`config.mk`:
```
export PLATFORM = sky130hd
export DESIGN_NAME = uart_core_param_flat
export DESIGN_NICKNAME = d
export VERILOG_FILES = /design/src/rtl/uart_core_param_if.sv /design/src/rtl/uart_core_param.sv /design/src/flat_wrapper.sv
export SDC_FILE = /design/constraint.sdc
export NUM_CORES = 1
export LEC_CHECK = 0
export ABC_AREA = 1
export CORE_UTILIZATION = 40
export CTS_CLUSTER_DIAMETER = 60
export DETAILED_ROUTE_END_ITERATION = 10
export PLACE_DENSITY = 0.67
export SYNTH_ARGS = -nofsm -noshare
export SYNTH_HDL_FRONTEND = slang
export SYNTH_SLANG_ARGS = --single-unit
```
`constraint.sdc`:
```
create_clock -name clk -period 1.8 [get_ports clk]
set_input_delay 0.18 -clock clk [delete_from_list [all_inputs] [get_ports clk]]
set_output_delay 0.18 -clock clk [all_outputs]
set_load 0.05 [all_outputs]
```
`src/rtl/uart_core_param_if.sv`:
```
`default_nettype none
// ============================================================================
// Module      : uart_core_param_if
// Description : Host/pin signal bundle for the parametrised UART core.
//               The slave modport is the UART; the master modport is the
//               host plus the board driving the serial input.
// Revision    : 1.0 - initial release
// ============================================================================
interface uart_core_param_if #(
  parameter int DATA_BITS = 8
);
  logic [DATA_BITS-1:0] din_tx;
  logic                 tx_valid;
  logic                 tx_ready;
  logic                 tx;
  logic                 done_tx;
  logic                 rx;
  logic [DATA_BITS-1:0] dout_rx;
  logic                 done_rx;
  logic                 parity_err;
  logic                 frame_err;

  modport master (
    output din_tx, tx_valid, rx,
    input  tx_ready, tx, done_tx, dout_rx, done_rx, parity_err, frame_err
  );

  modport slave (
    input  din_tx, tx_valid, rx,
    output tx_ready, tx, done_tx, dout_rx, done_rx, parity_err, frame_err
  );
endinterface
`default_nettype wire

```
`src/rtl/uart_core_param.sv`:
```
`default_nettype none
// ============================================================================
// Module      : uart_core_param
// Description : Parametrised full-duplex UART. Independent TX and RX FSMs,
//               each with its own bit-period divider. RX input is
//               double-flopped, sampled at bit centre, with start-glitch
//               rejection and parity / framing error reporting.
// Revision    : 1.0 - initial release
// ============================================================================
module uart_core_param #(
  parameter int CLK_FREQ  = 1000000,
  parameter int BAUD      = 9600,
  parameter int DATA_BITS = 8,
  parameter int PARITY    = 0,
  parameter int STOP_BITS = 1
) (
  input  logic          clk,
  input  logic          rst,
  uart_core_param_if.slave bus
);

  localparam int CLKS_PER_BIT = CLK_FREQ / BAUD;
  localparam int CW = $clog2(STOP_BITS * CLKS_PER_BIT);
  localparam int IW = $clog2(DATA_BITS);

  localparam logic [CW-1:0] BIT_LAST   = CW'(CLKS_PER_BIT - 1);
  localparam logic [CW-1:0] HALF_LAST  = CW'(CLKS_PER_BIT / 2 - 1);
  localparam logic [CW-1:0] STOP_LAST  = CW'(STOP_BITS * CLKS_PER_BIT - 1);
  localparam logic [IW-1:0] DATA_LAST  = IW'(DATA_BITS - 1);
  localparam logic [IW-1:0] STOPB_LAST = IW'(STOP_BITS - 1);
  localparam logic          ODD        = (PARITY == 2);

  generate
    if (CLKS_PER_BIT < 4) begin : g_bad_baud
      $error("uart_core_param: CLK_FREQ/BAUD must be at least 4");
    end
    if (DATA_BITS < 5 || DATA_BITS > 9) begin : g_bad_data_bits
      $error("uart_core_param: DATA_BITS must be 5..9");
    end
    if (PARITY < 0 || PARITY > 2) begin : g_bad_parity
      $error("uart_core_param: PARITY must be 0, 1 or 2");
    end
    if (STOP_BITS < 1 || STOP_BITS > 2) begin : g_bad_stop_bits
      $error("uart_core_param: STOP_BITS must be 1 or 2");
    end
  endgenerate

  typedef enum logic [2:0] {
    S_IDLE   = 3'd0,
    S_START  = 3'd1,
    S_DATA   = 3'd2,
    S_PARITY = 3'd3,
    S_STOP   = 3'd4
  } state_t;

  // --------------------------------------------------------------------------
  // Transmitter
  // --------------------------------------------------------------------------
  state_t               tx_state_q, tx_state_d;
  logic [CW-1:0]        tx_cnt_q, tx_cnt_d;
  logic [IW-1:0]        tx_idx_q, tx_idx_d;
  logic [DATA_BITS-1:0] tx_shift_q, tx_shift_d;
  logic                 tx_par_q, tx_par_d;
  logic                 tx_q, tx_d;
  logic                 tx_ready_q;
  logic                 done_tx_q, done_tx_d;

  // TX state register; tx_ready follows the next state so it is high
  // exactly while the FSM sits in IDLE.
  always_ff @(posedge clk) begin
    if (rst) begin
      tx_state_q <= S_IDLE;
      tx_cnt_q   <= '0;
      tx_idx_q   <= '0;
      tx_shift_q <= '0;
      tx_par_q   <= 1'b0;
      tx_q       <= 1'b1;
      tx_ready_q <= 1'b1;
      done_tx_q  <= 1'b0;
    end else begin
      tx_state_q <= tx_state_d;
      tx_cnt_q   <= tx_cnt_d;
      tx_idx_q   <= tx_idx_d;
      tx_shift_q <= tx_shift_d;
      tx_par_q   <= tx_par_d;
      tx_q       <= tx_d;
      tx_ready_q <= (tx_state_d == S_IDLE);
      done_tx_q  <= done_tx_d;
    end
  end

  // TX next state: the line level for the next cycle is decided here so
  // the serial output comes straight from a flop.
  always_comb begin
    tx_state_d = tx_state_q;
    tx_cnt_d   = tx_cnt_q + 1'b1;
    tx_idx_d   = tx_idx_q;
    tx_shift_d = tx_shift_q;
    tx_par_d   = tx_par_q;
    tx_d       = tx_q;
    done_tx_d  = 1'b0;
    case (tx_state_q)
      S_IDLE: begin
        tx_cnt_d = '0;
        tx_d     = 1'b1;
        if (bus.tx_valid) begin
          tx_state_d = S_START;
          tx_shift_d = bus.din_tx;
          tx_par_d   = (^bus.din_tx) ^ ODD;
          tx_idx_d   = '0;
          tx_d       = 1'b0;
        end
      end
      S_START: begin
        if (tx_cnt_q == BIT_LAST) begin
          tx_cnt_d   = '0;
          tx_state_d = S_DATA;
          tx_d       = tx_shift_q[0];
        end
      end
      S_DATA: begin
        if (tx_cnt_q == BIT_LAST) begin
          tx_cnt_d = '0;
          if (tx_idx_q == DATA_LAST) begin
            if (PARITY != 0) begin
              tx_state_d = S_PARITY;
              tx_d       = tx_par_q;
            end else begin
              tx_state_d = S_STOP;
              tx_d       = 1'b1;
            end
          end else begin
            tx_idx_d   = tx_idx_q + 1'b1;
            tx_shift_d = tx_shift_q >> 1;
            tx_d       = tx_shift_q[1];
          end
        end
      end
      S_PARITY: begin
        if (tx_cnt_q == BIT_LAST) begin
          tx_cnt_d   = '0;
          tx_state_d = S_STOP;
          tx_d       = 1'b1;
        end
      end
      S_STOP: begin
        tx_d = 1'b1;
        if (tx_cnt_q == STOP_LAST) begin
          tx_cnt_d   = '0;
          tx_state_d = S_IDLE;
          done_tx_d  = 1'b1;
        end
      end
      default: begin
        tx_state_d = S_IDLE;
        tx_cnt_d   = '0;
        tx_d       = 1'b1;
      end
    endcase
  end

  // --------------------------------------------------------------------------
  // Receiver
  // --------------------------------------------------------------------------
  logic                 rx_meta_q, rx_s_q;
  state_t               rx_state_q, rx_state_d;
  logic [CW-1:0]        rx_cnt_q, rx_cnt_d;
  logic [IW-1:0]        rx_idx_q, rx_idx_d;
  logic [DATA_BITS-1:0] rx_shift_q, rx_shift_d;
  logic                 perr_pend_q, perr_pend_d;
  logic                 ferr_pend_q, ferr_pend_d;
  logic [DATA_BITS-1:0] dout_q, dout_d;
  logic                 perr_q, perr_d;
  logic                 ferr_q, ferr_d;
  logic                 done_rx_q, done_rx_d;

  // Two-flop synchroniser for the asynchronous serial input; resets to the
  // idle line level so no false start is seen after reset.
  always_ff @(posedge clk) begin
    if (rst) begin
      rx_meta_q <= 1'b1;
      rx_s_q    <= 1'b1;
    end else begin
      rx_meta_q <= bus.rx;
      rx_s_q    <= rx_meta_q;
    end
  end

  // RX state register and registered result outputs.
  always_ff @(posedge clk) begin
    if (rst) begin
      rx_state_q  <= S_IDLE;
      rx_cnt_q    <= '0;
      rx_idx_q    <= '0;
      rx_shift_q  <= '0;
      perr_pend_q <= 1'b0;
      ferr_pend_q <= 1'b0;
      dout_q      <= '0;
      perr_q      <= 1'b0;
      ferr_q      <= 1'b0;
      done_rx_q   <= 1'b0;
    end else begin
      rx_state_q  <= rx_state_d;
      rx_cnt_q    <= rx_cnt_d;
      rx_idx_q    <= rx_idx_d;
      rx_shift_q  <= rx_shift_d;
      perr_pend_q <= perr_pend_d;
      ferr_pend_q <= ferr_pend_d;
      dout_q      <= dout_d;
      perr_q      <= perr_d;
      ferr_q      <= ferr_d;
      done_rx_q   <= done_rx_d;
    end
  end

  // RX next state: half a bit into START re-checks the line, then every
  // full bit period lands on a bit centre. rx_idx is reused to count stops.
  always_comb begin
    rx_state_d  = rx_state_q;
    rx_cnt_d    = rx_cnt_q + 1'b1;
    rx_idx_d    = rx_idx_q;
    rx_shift_d  = rx_shift_q;
    perr_pend_d = perr_pend_q;
    ferr_pend_d = ferr_pend_q;
    dout_d      = dout_q;
    perr_d      = perr_q;
    ferr_d      = ferr_q;
    done_rx_d   = 1'b0;
    case (rx_state_q)
      S_IDLE: begin
        rx_cnt_d = '0;
        if (!rx_s_q) begin
          rx_state_d  = S_START;
          rx_idx_d    = '0;
          perr_pend_d = 1'b0;
          ferr_pend_d = 1'b0;
        end
      end
      S_START: begin
        if (rx_cnt_q == HALF_LAST) begin
          rx_cnt_d   = '0;
          rx_state_d = rx_s_q ? S_IDLE : S_DATA;
        end
      end
      S_DATA: begin
        if (rx_cnt_q == BIT_LAST) begin
          rx_cnt_d   = '0;
          rx_shift_d = {rx_s_q, rx_shift_q[DATA_BITS-1:1]};
          if (rx_idx_q == DATA_LAST) begin
            rx_idx_d   = '0;
            rx_state_d = (PARITY != 0) ? S_PARITY : S_STOP;
          end else begin
            rx_idx_d = rx_idx_q + 1'b1;
          end
        end
      end
      S_PARITY: begin
        if (rx_cnt_q == BIT_LAST) begin
          rx_cnt_d    = '0;
          perr_pend_d = rx_s_q ^ (^rx_shift_q) ^ ODD;
          rx_state_d  = S_STOP;
        end
      end
      S_STOP: begin
        if (rx_cnt_q == BIT_LAST) begin
          rx_cnt_d    = '0;
          ferr_pend_d = ferr_pend_q | ~rx_s_q;
          if (rx_idx_q == STOPB_LAST) begin
            rx_state_d = S_IDLE;
            dout_d     = rx_shift_q;
            perr_d     = perr_pend_q;
            ferr_d     = ferr_pend_q | ~rx_s_q;
            done_rx_d  = 1'b1;
          end else begin
            rx_idx_d = rx_idx_q + 1'b1;
          end
        end
      end
      default: begin
        rx_state_d = S_IDLE;
        rx_cnt_d   = '0;
      end
    endcase
  end

  assign bus.tx         = tx_q;
  assign bus.tx_ready   = tx_ready_q;
  assign bus.done_tx    = done_tx_q;
  assign bus.dout_rx    = dout_q;
  assign bus.done_rx    = done_rx_q;
  assign bus.parity_err = perr_q;
  assign bus.frame_err  = ferr_q;

endmodule
`default_nettype wire

```
`src/flat_wrapper.sv`:
```
// flat-port wrapper written by rule: the top's interface ports become plain ports
module uart_core_param_flat 
#(
  parameter int CLK_FREQ  = 1000000,
  parameter int BAUD      = 9600,
  parameter int DATA_BITS = 8,
  parameter int PARITY    = 0,
  parameter int STOP_BITS = 1
)
  (clk, rst, bus_din_tx, bus_tx_valid, bus_rx, bus_tx_ready, bus_tx, bus_done_tx, bus_dout_rx, bus_done_rx, bus_parity_err, bus_frame_err);
  uart_core_param_if #(.DATA_BITS(DATA_BITS)) bus_i ();
  input  logic clk;
  input  logic rst;
  input wire logic [$bits(bus_i.din_tx)-1:0] bus_din_tx;
  input wire logic [$bits(bus_i.tx_valid)-1:0] bus_tx_valid;
  input wire logic [$bits(bus_i.rx)-1:0] bus_rx;
  output wire logic [$bits(bus_i.tx_ready)-1:0] bus_tx_ready;
  output wire logic [$bits(bus_i.tx)-1:0] bus_tx;
  output wire logic [$bits(bus_i.done_tx)-1:0] bus_done_tx;
  output wire logic [$bits(bus_i.dout_rx)-1:0] bus_dout_rx;
  output wire logic [$bits(bus_i.done_rx)-1:0] bus_done_rx;
  output wire logic [$bits(bus_i.parity_err)-1:0] bus_parity_err;
  output wire logic [$bits(bus_i.frame_err)-1:0] bus_frame_err;
  assign bus_i.din_tx = bus_din_tx;
  assign bus_i.tx_valid = bus_tx_valid;
  assign bus_i.rx = bus_rx;
  assign bus_tx_ready = bus_i.tx_ready;
  assign bus_tx = bus_i.tx;
  assign bus_done_tx = bus_i.done_tx;
  assign bus_dout_rx = bus_i.dout_rx;
  assign bus_done_rx = bus_i.done_rx;
  assign bus_parity_err = bus_i.parity_err;
  assign bus_frame_err = bus_i.frame_err;
  uart_core_param #(.CLK_FREQ(CLK_FREQ), .BAUD(BAUD), .DATA_BITS(DATA_BITS), .PARITY(PARITY), .STOP_BITS(STOP_BITS)) u_core (.clk(clk), .rst(rst), .bus(bus_i));
endmodule
```
# Word-level counts from Yosys, hierarchy flattened
# Cells that the tools add are included.
# W data, S select, Z words.
dict set report totals {
  reg_bits 60
  wordCells 124
}
dict set report classes {
  add_sub_neg 4
  eq_ne 26
  muxes 46
  bitwise_logic 7
  n_reduce_logical 22
}
# cell n
set ops {}
lappend ops {{$mux W3} 21}
lappend ops {{$pmux W3 S5} 2}
lappend ops {{$mux W8} 3}
lappend ops {{$ne A2 B1 Y1 const B} 9}
lappend ops {{$pmux W8 S2} 1}
lappend ops {{$add A7 B1 Y7 const B} 2}
lappend ops {{$eq A7 B7 Y1 const B} 2}
lappend ops {{$mux W7} 2}
lappend ops {{$pmux W7 S2} 1}
lappend ops {{$eq A3 B2 Y1 const B} 4}
lappend ops {{$eq A3 B3 Y1 const B} 4}
lappend ops {{$logic_not A3 Y1} 4}
lappend ops {{$reduce_and A3 Y1} 4}
lappend ops {{$mux W1} 10}
lappend ops {{$pmux W3 S3} 1}
lappend ops {{$reduce_or A3 Y1} 3}
lappend ops {{$ne A2 B2 Y1 const B} 4}
lappend ops {{$reduce_xor A8 Y1} 1}
lappend ops {{$eq A7 B6 Y1 const B} 1}
lappend ops {{$reduce_and A7 Y1} 1}
lappend ops {{$add A3 B1 Y3 const B} 2}
lappend ops {{$eq A3 B1 Y1 const B} 2}
lappend ops {{$pmux W3 S2} 1}
lappend ops {{$reduce_bool A2 Y1} 3}
lappend ops {{other kinds (12)} 17}

# Longest topological paths before layout
dict set report logic_depth {
  ltp_word 5
  mapped_depth 11
}

# Worst setup path before layout
# No wires, ideal clock.
dict set report synth_path {
  path_kind {flip-flop to flip-flop}
  startpoint {register u_core.rx_cnt_q[0]}
  endpoint {register u_core.rx_idx_q[2]}
  setup_time_ns 0.129
  arrival_ns 1.276
  path_slack_ns 0.395
  path_stages_with_launch 11
  n_path_buf 0
  period_less_slack_ns 1.405
  path_cell_list {dfxtp_1 > ha_1 > nand2_2 > nor2_4 > nand2_4 > nand2_4 > nand2_4 > nor2_4 > nand2_1 > o21ai_1 > nor2_1}
}
dict set report synth_between {
  elab_chain_cells 3
}
# item line_no
set synth_lines {}
lappend synth_lines {{start, declared} uart_core_param.sv:167} ;# logic [CW-1:0] rx_cnt_q, rx_cnt_d;
lappend synth_lines {{start signal, assigned} uart_core_param.sv:204} ;# rx_cnt_q <= rx_cnt_d;
lappend synth_lines {{$eq A7 B7 Y1 *} {uart_core_param.sv:246, uart_core_param.sv:265}}
lappend synth_lines {{$ne A2 B1 Y1 (no line)} -}
lappend synth_lines {{$reduce_and A5 Y1 (no line) *} -}
lappend synth_lines {{end signal, assigned} uart_core_param.sv:205} ;# rx_idx_q <= rx_idx_d;
lappend synth_lines {{end, declared} uart_core_param.sv:168} ;# logic [IW-1:0] rx_idx_q, rx_idx_d;
# Mark *: on every way between the ends. The rest lies on a longest branch, timed or not.
# A chain may end at the register's enable or synchronous reset.

# Worst setup path in the final report
dict set report layout_path {
  startpoint {register u_core.perr_q (netlist: u_core.bus.parity_err)}
  endpoint {output bus_parity_err}
}
# item line_no
set layout_lines {}
lappend layout_lines {{start, declared} uart_core_param.sv:173} ;# logic perr_q, perr_d;
lappend layout_lines {{start signal, assigned} uart_core_param.sv:210} ;# perr_q <= perr_d;
lappend layout_lines {{end, declared} flat_wrapper.sv:22} ;# output wire logic [$bits(bus_i.parity_err)-1:0] bus_parity_err;
# No word-level cell between the ends.

==> flow_summary.json <==
{
  "rows": 31,
  "max_slew_margin_pct": 66.04,
  "utilization_pct": 49.30,
  "arrival_ns": 1.50,
  "yosysSeqAreaShare_pct": 40.03,
  "antennaDiodeCount": 0,
  "synth_area_sq_um": 3000,
  "required_ns": 1.62,
  "timing.rr.start": "u_core.tx_cnt_q[0]",
  "avgSynthCellArea_sq_um": 7.127,
  "syn_to_final_growth_pct": 19.18,
  "cts_hold_buf": 0,
  "vias": 2600,
  "dieWidth_um": 88.61,
  "syn_inst": 421,
  "antenna_found_initial": 0,
  "fmax_ghz": 0.5968,
  "endpoint_kind": "output port",
  "async_reset_ff_share_pct": 0,
  "place.gp.congestion": 0.8141,
  "cts_tree": "yes",
  "clkLatencyLatePin_ns": 0.34,
  "status": "finished clean",
  "grt_pass1_vias": 2442,
  "critPathSlowestCell": "clkdlybuf4s50_1",
  "startpoint": "u_core.bus.parity_err",
  "leakage_uw": 0.001470,
  "powerDensity_nw_per_um2": 980.8,
  "synth_warnings": 0,
  "maxSlewViolCount": 0,
  "r2r-end": "u_core.tx_shift_q[1]",
  "path_cells": "clkdlybuf4s50_1",
  "postCtsSetupBuffers": 0,
  "worstMarginPinSlew_ns": 0.5079,
  "synth_top_flop_cell": "dfxtp_1",
  "r2r_slack_ns": 0.21,
  "portBuffers": 25,
  "core_area_sq_um": 7253,
  "rsz0062_at_grt": "no",
  "start_util_pct": 41.37,
  "grt_max_degree": 27,
  "ant_nets": 0,
  "finalCriticalPeriod_ns": 1.676,
  "period_share_pct": 93.09,
  "criticalPathCategory": "reg2out",
  "synth_edf_count": 0,
  "route.detailed.drc": 0,
  "worst_hold_path_type": "reg2reg",
  "max_stage_delay_ns": 0.82,
  "hold_viol_final": 0,
  "cap_viol_max_count": 0,
  "fin_tns_setup_ns": 0,
  "cts_inserted_buffers": 9,
  "ctsLongestPathBuffers": 2,
  "clkSinkCount": 60,
  "overflow": 0,
  "vias_per_cell": 4.685,
  "track_usage_pct": 17.52,
  "routed_wl_mm": 5.934,
  "layout-drive-gt1-share_pct": 16.01,
  "syn-num-nets": 440,
  "crit_cells": 1,
  "ys_seq_elements": 60,
  "start_kind": "flip-flop",
  "setup_viol": 0,
  "clockRootBuffer": "clkbuf_8",
  "cp_top_family": "buffers and inverters",
  "ioPinCount": 26,
  "first_iter_violations": 110,
  "nets": 471,
  "ir_worst_vdd_uv": 491.8,
  "worstHoldStart": "u_core.rx_meta_q",
  "critPathCapture": "bus_parity_err",
  "die_area_sq_um": 7851,
  "crit_buf_inv": 1,
  "die_y_um": 88.61,
  "cp_max_fo": 2,
  "htree_levels": 3,
  "path_clk_slew_ns": 0.07,
  "synth_cell_type_count": 34,
  "skew_ns": 0.009471,
  "wl_per_cell_um": 10.69,
  "grt_pass1_wl_mm": 10.62,
  "hpwlAfterDp_mm": 4.316,
  "cts_resized": 0,
  "drt_pass1_iterations": 4,
  "ff2ff_path_depth": 9
}
[power breakdown]
part           switching, uW  internal, uW  total (uW)
combinational            444           252         696
sequential              57.6          1400        1450
clock                    513           844        1360
[per-layer routing]
layer,GRT usage (%),wire (um),up-vias
met1,21.37,2916,1162
met4,6.012,102,0
met3,5.690,193,13
li1,-,-,1395
met5,0,0,-
met2,29.09,2723,30
[registers in the layout, indices dropped and copies added, names as in the netlist, 3 cells and up]
name                cells
u_core.tx_idx_q         3
u_core.rx_state_q       3
u_core.tx_state_q       3
u_core.tx_shift_q       8
u_core.rx_shift_q       8
u_core.bus.dout_rx      8
u_core.tx_cnt_q         7
u_core.rx_idx_q         3
u_core.rx_cnt_q         7
[synth_stat cells, types with 3 or more instances]
| master | instances | area, sq um |
|---|---|---|
| a21oi_1 | 28 | 140.1 |
| a21oi_2 | 5 | 43.79 |
| buf_2 | 3 | 15.01 |
| clkbuf_1 | 4 | 15.01 |
| dfxtp_1 | 60 | 1201 |
| ha_1 | 7 | 87.58 |
| inv_1 | 34 | 127.6 |
| inv_2 | 11 | 41.29 |
| nand2_1 | 109 | 409.1 |
| nand2_2 | 7 | 43.79 |
| nand2_4 | 5 | 56.30 |
| nand3_1 | 28 | 140.1 |
| nor2_1 | 57 | 214.0 |
| nor2_2 | 4 | 25.02 |
| nor2_4 | 7 | 78.83 |
| nor3_1 | 3 | 15.01 |
| o21ai_0 | 14 | 70.07 |
| o21ai_1 | 6 | 30.03 |
| o21ai_2 | 7 | 61.31 |
| xor2_1 | 3 | 26.28 |
[layout by cell type (no fill, tap or decap), types with 11 or more instances in the layout]
master,n
clkbuf_8,11
inv_1,34
a21oi_1,28
o21ai_0,14
nand2_1,109
clkdlybuf4s50_1,25
nand3_1,28
inv_2,11
nor2_1,57
dfxtp_1,60
[cell families (layout without fill, tap and decap cells)]
| family | after synthesis | in the layout | synth area share, % |
|---|---|---|---|
| XOR/XNOR | 5 | 5 | 1.460 |
| adder cells (fa/ha/maj) | 7 | 7 | 2.919 |
| buffers and inverters | 56 | 91 | 7.923 |
| AO/OA/AOI/OAI | 63 | 63 | 12.26 |
| flip-flops | 60 | 60 | 40.03 |
| AND/OR/NAND/NOR | 230 | 230 | 35.40 |
[cell type report]
type | instances | area (sq um)
flip-flops and latches | 60 | 1201
clock inverters | 4 | 72.57
fillers | 721 | 3677
inverters | 46 | 177.7
well taps | 99 | 123.9
clock buffers | 11 | 151.4
repair buffers | 30 | 287.8
multi-input cells | 305 | 1562
[worst min-delay path by stage]
stage / end / cells after the start
finish: u_core.rx_s_q / 1
global route: u_core.rx_s_q / 1
global placement: u_core.rx_s_q / 1
detailed placement: u_core.rx_s_q / 1
CTS: u_core.rx_s_q / 1
floorplan: u_core.rx_meta_q / 1
[through the flow]
stage	hold WS [ns]	total power [uW]	std cells	setup slack (ns)	cell area, sq um
floorplan	0.2838	2043	421	0.3949	3000
global placement	0.3925	2167	540	0.2548	3352
detailed placement	0.3965	2179	540	0.2261	3352
CTS	0.4124	3545	555	0.1003	3576
global route	0.4479	3707	555	0.02639	3576
finish	0.4077	3507	555	0.1243	3576
Power figures use the tool's default switching activity.
